===== src/rtl/load_store_unit.sv =====
// Load/store executor: accepts one decoded RV32I load/store, checks alignment,
// runs a single req/ack transaction on the data bus with lane steering, and
// returns extended load data or an error (misaligned / bus timeout).
//
// Handshakes:
//   Core side: a request is accepted on a rising edge where req_valid_i and
//   req_ready_o are both 1. req_ready_o is 1 only in IDLE. The result comes back
//   as a one-cycle rsp_valid_o pulse; rsp_* payload is 0 whenever rsp_valid_o=0.
//   Bus side: bus_req_o is held with stable addr/we/be/wdata until a rising edge
//   where bus_ack_i=1 (transaction done, bus_rdata_i captured for reads) or until
//   ACK_TIMEOUT cycles pass without ack (transaction abandoned). bus_ack_i is
//   ignored whenever the unit is not in BUS.
module load_store_unit #(
  parameter int ACK_TIMEOUT = 64
) (
  input  logic        clk_i,
  input  logic        rst_i,
  input  logic        req_valid_i,
  output logic        req_ready_o,
  input  logic        req_we_i,
  input  logic [2:0]  req_funct3_i,
  input  logic [31:0] req_addr_i,
  input  logic [31:0] req_wdata_i,
  output logic        rsp_valid_o,
  output logic [31:0] rsp_rdata_o,
  output logic        rsp_misaligned_o,
  output logic        rsp_timeout_o,
  output logic        bus_req_o,
  output logic        bus_we_o,
  output logic [31:0] bus_addr_o,
  output logic [3:0]  bus_be_o,
  output logic [31:0] bus_wdata_o,
  input  logic        bus_ack_i,
  input  logic [31:0] bus_rdata_i,
  output logic [1:0]  dbg_state_o
);

  localparam int CW = $clog2(ACK_TIMEOUT + 1);

  typedef enum logic [1:0] {
    S_IDLE = 2'd0,
    S_BUS  = 2'd1,
    S_RESP = 2'd2
  } state_t;

  state_t      state, nxt_state;
  logic [CW-1:0] cnt, nxt_cnt;

  // Request fields needed after acceptance to shape the load result.
  logic        lat_we, nxt_lat_we;
  logic [2:0]  lat_funct3, nxt_lat_funct3;
  logic [1:0]  lat_addr_lo, nxt_lat_addr_lo;

  // Next values of the registered outputs.
  logic        nxt_req_ready;
  logic        nxt_rsp_valid;
  logic [31:0] nxt_rsp_rdata;
  logic        nxt_rsp_misaligned;
  logic        nxt_rsp_timeout;
  logic        nxt_bus_req;
  logic        nxt_bus_we;
  logic [31:0] nxt_bus_addr;
  logic [3:0]  nxt_bus_be;
  logic [31:0] nxt_bus_wdata;

  // Lane-steered store data / enables and the alignment verdict for the
  // request currently on the core port.
  logic [3:0]  st_be;
  logic [31:0] st_wdata;
  logic        req_err;
  logic [31:0] ld_data;

  assign dbg_state_o = state;

  // True when the funct3/address pair cannot be executed as one aligned access.
  function automatic logic access_error(input logic we, input logic [2:0] f3,
                                        input logic [1:0] a);
    logic err;
    err = 1'b0;
    if (we) begin
      if (f3 > 3'd2) err = 1'b1;
    end else begin
      if (f3 == 3'd3 || f3 == 3'd6 || f3 == 3'd7) err = 1'b1;
    end
    if ((f3 == 3'd1 || f3 == 3'd5) && a[0]) err = 1'b1;
    if (f3 == 3'd2 && a != 2'b00) err = 1'b1;
    return err;
  endfunction

  // Select the addressed byte/half of the read word and extend it.
  function automatic logic [31:0] load_extract(input logic [2:0] f3,
                                               input logic [1:0] a,
                                               input logic [31:0] w);
    logic [7:0]  b;
    logic [15:0] h;
    logic [31:0] r;
    b = 8'(w >> {a, 3'b000});
    h = a[1] ? w[31:16] : w[15:0];
    case (f3)
      3'd0:    r = {{24{b[7]}}, b};
      3'd1:    r = {{16{h[15]}}, h};
      3'd4:    r = {24'h0, b};
      3'd5:    r = {16'h0, h};
      default: r = w;
    endcase
    return r;
  endfunction

  // Byte-lane steering of the incoming store; reads enable all lanes.
  always_comb begin
    st_be    = 4'b1111;
    st_wdata = 32'h0;
    if (req_we_i) begin
      case (req_funct3_i[1:0])
        2'd0: begin
          st_wdata = {4{req_wdata_i[7:0]}};
          st_be    = 4'b0001 << req_addr_i[1:0];
        end
        2'd1: begin
          st_wdata = {2{req_wdata_i[15:0]}};
          st_be    = req_addr_i[1] ? 4'b1100 : 4'b0011;
        end
        default: begin
          st_wdata = req_wdata_i;
          st_be    = 4'b1111;
        end
      endcase
    end
  end

  assign req_err = access_error(req_we_i, req_funct3_i, req_addr_i[1:0]);
  assign ld_data = load_extract(lat_funct3, lat_addr_lo, bus_rdata_i);

  // Next-state and next-output logic; every registered output is computed here.
  always_comb begin
    nxt_state          = state;
    nxt_cnt            = cnt;
    nxt_lat_we         = lat_we;
    nxt_lat_funct3     = lat_funct3;
    nxt_lat_addr_lo    = lat_addr_lo;
    nxt_req_ready      = req_ready_o;
    nxt_rsp_valid      = rsp_valid_o;
    nxt_rsp_rdata      = rsp_rdata_o;
    nxt_rsp_misaligned = rsp_misaligned_o;
    nxt_rsp_timeout    = rsp_timeout_o;
    nxt_bus_req        = bus_req_o;
    nxt_bus_we         = bus_we_o;
    nxt_bus_addr       = bus_addr_o;
    nxt_bus_be         = bus_be_o;
    nxt_bus_wdata      = bus_wdata_o;

    case (state)
      S_IDLE: begin
        nxt_req_ready = 1'b1;
        if (req_valid_i) begin
          nxt_lat_we      = req_we_i;
          nxt_lat_funct3  = req_funct3_i;
          nxt_lat_addr_lo = req_addr_i[1:0];
          nxt_req_ready   = 1'b0;
          nxt_cnt         = '0;
          if (req_err) begin
            // Rejected without touching the bus; answer in the next cycle.
            nxt_state          = S_RESP;
            nxt_rsp_valid      = 1'b1;
            nxt_rsp_misaligned = 1'b1;
            nxt_rsp_timeout    = 1'b0;
            nxt_rsp_rdata      = 32'h0;
          end else begin
            nxt_state     = S_BUS;
            nxt_bus_req   = 1'b1;
            nxt_bus_we    = req_we_i;
            nxt_bus_addr  = {req_addr_i[31:2], 2'b00};
            nxt_bus_be    = st_be;
            nxt_bus_wdata = st_wdata;
          end
        end
      end

      S_BUS: begin
        if (bus_ack_i) begin
          nxt_state          = S_RESP;
          nxt_bus_req        = 1'b0;
          nxt_bus_we         = 1'b0;
          nxt_bus_addr       = 32'h0;
          nxt_bus_be         = 4'h0;
          nxt_bus_wdata      = 32'h0;
          nxt_rsp_valid      = 1'b1;
          nxt_rsp_misaligned = 1'b0;
          nxt_rsp_timeout    = 1'b0;
          nxt_rsp_rdata      = lat_we ? 32'h0 : ld_data;
        end else if (cnt == CW'(ACK_TIMEOUT - 1)) begin
          // Last permitted wait cycle passed without ack: abandon the access.
          nxt_state          = S_RESP;
          nxt_bus_req        = 1'b0;
          nxt_bus_we         = 1'b0;
          nxt_bus_addr       = 32'h0;
          nxt_bus_be         = 4'h0;
          nxt_bus_wdata      = 32'h0;
          nxt_rsp_valid      = 1'b1;
          nxt_rsp_misaligned = 1'b0;
          nxt_rsp_timeout    = 1'b1;
          nxt_rsp_rdata      = 32'h0;
        end else begin
          nxt_cnt = cnt + CW'(1);
        end
      end

      S_RESP: begin
        nxt_state          = S_IDLE;
        nxt_rsp_valid      = 1'b0;
        nxt_rsp_misaligned = 1'b0;
        nxt_rsp_timeout    = 1'b0;
        nxt_rsp_rdata      = 32'h0;
        nxt_req_ready      = 1'b1;
      end

      default: begin
        nxt_state     = S_IDLE;
        nxt_req_ready = 1'b1;
      end
    endcase
  end

  // State, latched request fields and all registered outputs.
  always_ff @(posedge clk_i) begin
    if (rst_i) begin
      state            <= S_IDLE;
      cnt              <= '0;
      lat_we           <= 1'b0;
      lat_funct3       <= 3'h0;
      lat_addr_lo      <= 2'h0;
      req_ready_o      <= 1'b1;
      rsp_valid_o      <= 1'b0;
      rsp_rdata_o      <= 32'h0;
      rsp_misaligned_o <= 1'b0;
      rsp_timeout_o    <= 1'b0;
      bus_req_o        <= 1'b0;
      bus_we_o         <= 1'b0;
      bus_addr_o       <= 32'h0;
      bus_be_o         <= 4'h0;
      bus_wdata_o      <= 32'h0;
    end else begin
      state            <= nxt_state;
      cnt              <= nxt_cnt;
      lat_we           <= nxt_lat_we;
      lat_funct3       <= nxt_lat_funct3;
      lat_addr_lo      <= nxt_lat_addr_lo;
      req_ready_o      <= nxt_req_ready;
      rsp_valid_o      <= nxt_rsp_valid;
      rsp_rdata_o      <= nxt_rsp_rdata;
      rsp_misaligned_o <= nxt_rsp_misaligned;
      rsp_timeout_o    <= nxt_rsp_timeout;
      bus_req_o        <= nxt_bus_req;
      bus_we_o         <= nxt_bus_we;
      bus_addr_o       <= nxt_bus_addr;
      bus_be_o         <= nxt_bus_be;
      bus_wdata_o      <= nxt_bus_wdata;
    end
  end

endmodule

===== config.mk =====
export PLATFORM = sky130hd
export DESIGN_NAME = load_store_unit
export DESIGN_NICKNAME = d
export VERILOG_FILES = /design/src/rtl/load_store_unit.sv
export SDC_FILE = /design/constraint.sdc
export NUM_CORES = 1
export LEC_CHECK = 0
export ABC_AREA = 1
export BUFFER_PORTS_ARGS = -buffer_cell sky130_fd_sc_hd__buf_2
export CORE_ASPECT_RATIO = 1.5
export CORE_MARGIN = 10
export CORE_UTILIZATION = 52
export CTS_BUF_LIST = sky130_fd_sc_hd__clkbuf_8
export CTS_CLUSTER_DIAMETER = 120
export DETAILED_ROUTE_END_ITERATION = 10
export PLACE_DENSITY = 0.89
export SLEW_MARGIN = 20
export SYNTH_ARGS = -nofsm -noshare
export SYNTH_HDL_FRONTEND = slang
export SYNTH_SLANG_ARGS = --single-unit

===== constraint.sdc =====
create_clock -name clk_i -period 1.93 [get_ports clk_i]
set_input_delay 0.2895 -clock clk_i [delete_from_list [all_inputs] [get_ports clk_i]]
set_output_delay 0.2895 -clock clk_i [all_outputs]
set_load 0.02 [all_outputs]

==> flow_metrics.py <==
metrics = {
    "status": {
        "status": "finished, final reports clean",
    },
    "yosys": {
        "synth_area_leaders": "dfxtp_1 41%, nand2_1 15%, a21oi_1 11%",
        "yosysMostFrequentCell": "nand2_1",
        "syn-cell-area_um2": 5837,
        "synthCells": 886,
        "yosysSeqAreaShare": 0.4081,
        "synth_top_area_frac": 0.4081,
        "synth_warnings": 0,
        "synth_flop_cell": "dfxtp_1",
        "syn_avg_cell_area_um2": 6.588,
        "async_reset_ff_frac": 0,
        "synth-edff-count": 0,
        "synth-seq-cells": 119,
        "synth_top_area_cell": "dfxtp_1",
        "synth_common_cells": "235 x nand2_1, 133 x a21oi_1, 119 x dfxtp_1, 89 x nor2_1, 73 x nand3_1",
        "yosys.cell_types.count": 29,
    },
    "pwr": {
        "seq_power_share": 0.389,
        "p_int_mw": 4.682,
        "power.leakage_nw": 3.655,
        "pwr-share-clk": 0.317,
        "switching_share": 0.3435,
        "p_sw_mw": 2.450,
        "power.total_mw": 7.132,
        "combPwrFrac": 0.295,
        "powerDensity_nw_per_um2": 944.1,
        "peakVddDrop_v": 0.0006571,
    },
    "sta": {
        "setup_tns_ps": 0,
        "hold_violations": 0,
        "finalMaxSlewViolations": 0,
        "rsz0062_at_grt": "yes",
        "min_period_ps": 1814,
        "skew_ps": 12.18,
        "max_freq_mhz": 551.2,
        "relSlewSlack": 0.6030,
        "worstMarginPinSlew_ps": 594.1,
        "setup_viol": 0,
        "layout_worst_path_cycle_share": 0.9399,
    },
    "finish": {
        "stdcell_area_um2": 7555,
        "drive_above_1_share": 0.2664,
        "diodes": 0,
        "area_growth_pct": 29.43,
        "fin_util": 0.6870,
        "fillers": 981,
        "nets": 1197,
    },
    "clock_tree": {
        "clk_transition_reported_paths_ps": 70,
        "cts_tree": "done",
        "clock-sinks": 119,
        "cts_buffers": 17,
        "ctsRootBufferMaster": "clkbuf_8",
        "clockBufferDepth": 2,
        "htreeDepth": 4,
        "clk_latency_ps": 420,
    },
    "detailed_routing": {
        "drt_wl_total_mm": 19.57,
        "drt_iter0_markers": 461,
        "ant_nets": 0,
        "avgRoutedWirePerCell_um": 15.69,
        "vias": 6691,
        "drc": 0,
        "via_per_inst": 5.366,
        "drtPass1Iterations": 5,
    },
    "global_route": {
        "track_usage": 0.2334,
        "overflow": 0,
        "grt_start_max_net_pins": 39,
        "antenna_found_initial": 0,
        "first_global_vias": 6468,
        "grt_pass1_wl_mm": 30.72,
    },
    "worst_setup_path": {
        "arrival_ps": 2120,
        "rrSetupSlack_ps": 120,
        "criticalPathCategory": "flop to flop",
        "critPathLaunchType": "flop",
        "r2r-end": "rsp_rdata_o[14]",
        "cp-end-kind": "flop",
        "reg2reg_depth": 11,
        "r2r_start": "dbg_state_o[0]",
        "worstPathMaxFanout": 12,
        "critical_path_required_ps": 2240,
    },
    "min_path": {
        "min_path_type": "input pin to flop",
        "hold_depth": 3,
        "hp-start": "req_addr_i[22]",
        "whs_endpoint": "bus_addr_o[22]",
    },
    "floorplan": {
        "start_util": 0.5308,
        "die-area_um2": 15950,
        "fp.dieW_um": 106.5,
        "core_um2": 11000,
        "ios": 212,
        "die_h_um": 149.8,
        "num_rows": 47,
    },
    "run": {
        "drv_cap": 0,
    },
    "place": {
        "io_buffers": 209,
        "placed_cell_area_um2": 7112,
        "gp_congestion": 0.9556,
        "dp_hpwl_mm": 14.42,
    },
}
==> area by class of cell <==
cell class / count / area, µm² / area share
clock buffer: 18 / 247.7 / 0.03279
clock inverter: 13 / 141.4 / 0.01871
inverter: 63 / 236.5 / 0.03130
multi-input combinational: 644 / 2949 / 0.3904
sequential: 119 / 2386 / 0.3158
tap: 147 / 183.9 / 0.02435
timing repair buffer: 243 / 1410 / 0.1867
==> worst max path at each step <==
stage | start | to | cells after the start | slack (ps)
floorplan | dbg_state_o[0] | cnt[1] | 10 | 50
global placement | dbg_state_o[0] | rsp_rdata_o[8] | 11 | 240
detailed placement | dbg_state_o[0] | rsp_rdata_o[1] | 11 | 120
CTS | dbg_state_o[0] | rsp_rdata_o[1] | 11 | 100
global route | dbg_state_o[1] | rsp_rdata_o[5] | 12 | -20
finish | dbg_state_o[0] | rsp_rdata_o[14] | 11 | 120
==> routing by layer <==
layer,wire length (µm),global-route usage
met2,10150,0.4203
met1,6889,0.2344
met5,0,0
met4,881,0.1359
met3,1648,0.06500
==> sequential cells by signal, summed over array words and instances, names as in the netlist <==
name	count
rsp_timeout_o	1
lat_funct3	3
dbg_state_o	2
cnt	7
bus_addr_o	30
rsp_valid_o	1
bus_req_o	1
rsp_misaligned_o	1
bus_be_o	4
bus_we_o	1
lat_addr_lo	2
req_ready_o	1
rsp_rdata_o	32
bus_wdata_o	32
lat_we	1
==> kinds of logic (layout without fill, tap and decap cells) <==
logic type / Yosys count / in the layout / share of synthesized area
flops: 119 / 119 / 0.4081
simple gates: 451 / 451 / 0.3243
buf+inv: 124 / 337 / 0.09003
compound gates: 183 / 183 / 0.1616
xor+xnor: 3 / 3 / 0.004502
other cells: 1 / 2 / 0.0006425
fa+ha+maj: 5 / 5 / 0.01072
==> critical path: stages (launching register included) <==
cell	delay (ps)
dfxtp_2	340
inv_1	90
ha_1	200
inv_1	60
nor2_1	160
inv_1	100
nand2_4	130
nor2_4	50
buf_4	150
clkbuf_16	160
o21ai_0	180
nor2_1	70
==> metrics by stage <==
step	instances	hold WS (ps)	worst slack, ps
floorplan	887	421.8	47.00
global placement	1214	437.8	236.8
detailed placement	1214	439.1	123.6
CTS	1245	101.2	101.1
global route	1247	128.2	-16.32
finish	1247	128.1	115.9
==> power by group through the flow <==
stage                     logic (mW)  registers [mW]  clock network (mW)
after global routing            2.29            2.80                2.39
final                           2.10            2.77                2.26
after global placement          1.99            2.82                   0
after CTS                       2.04            2.77                2.30
after detailed placement        2.03            2.82                   0
after floorplan                 1.08            3.04                   0
==> cells in the final DEF (no fill, tap or decap), drive strengths merged <==
cell	netlist	routed
buf	25	242
xor2	2	2
a31oi	1	1
xnor2	1	1
clkinvlp	0	1
dfxtp	119	119
o21ai	40	40
ha	5	5
conb	1	2
o211ai	9	9
inv	62	66
nand3	73	73
nand2	237	237
nor2	93	93
clkinv	1	6
nor3	33	33
nand4	1	1
clkbuf	36	19
a21oi	133	133
and2	6	6
bufinv	0	3
or2	8	8
==> repair_timing <==
action | CTS | global route
hold buffers | 0 | 0
gates resized for setup | 0 | 7
buffers inserted | 0 | 1
endpoints found under the setup margin | 0 | 70
(Power assumes the default switching activity.)
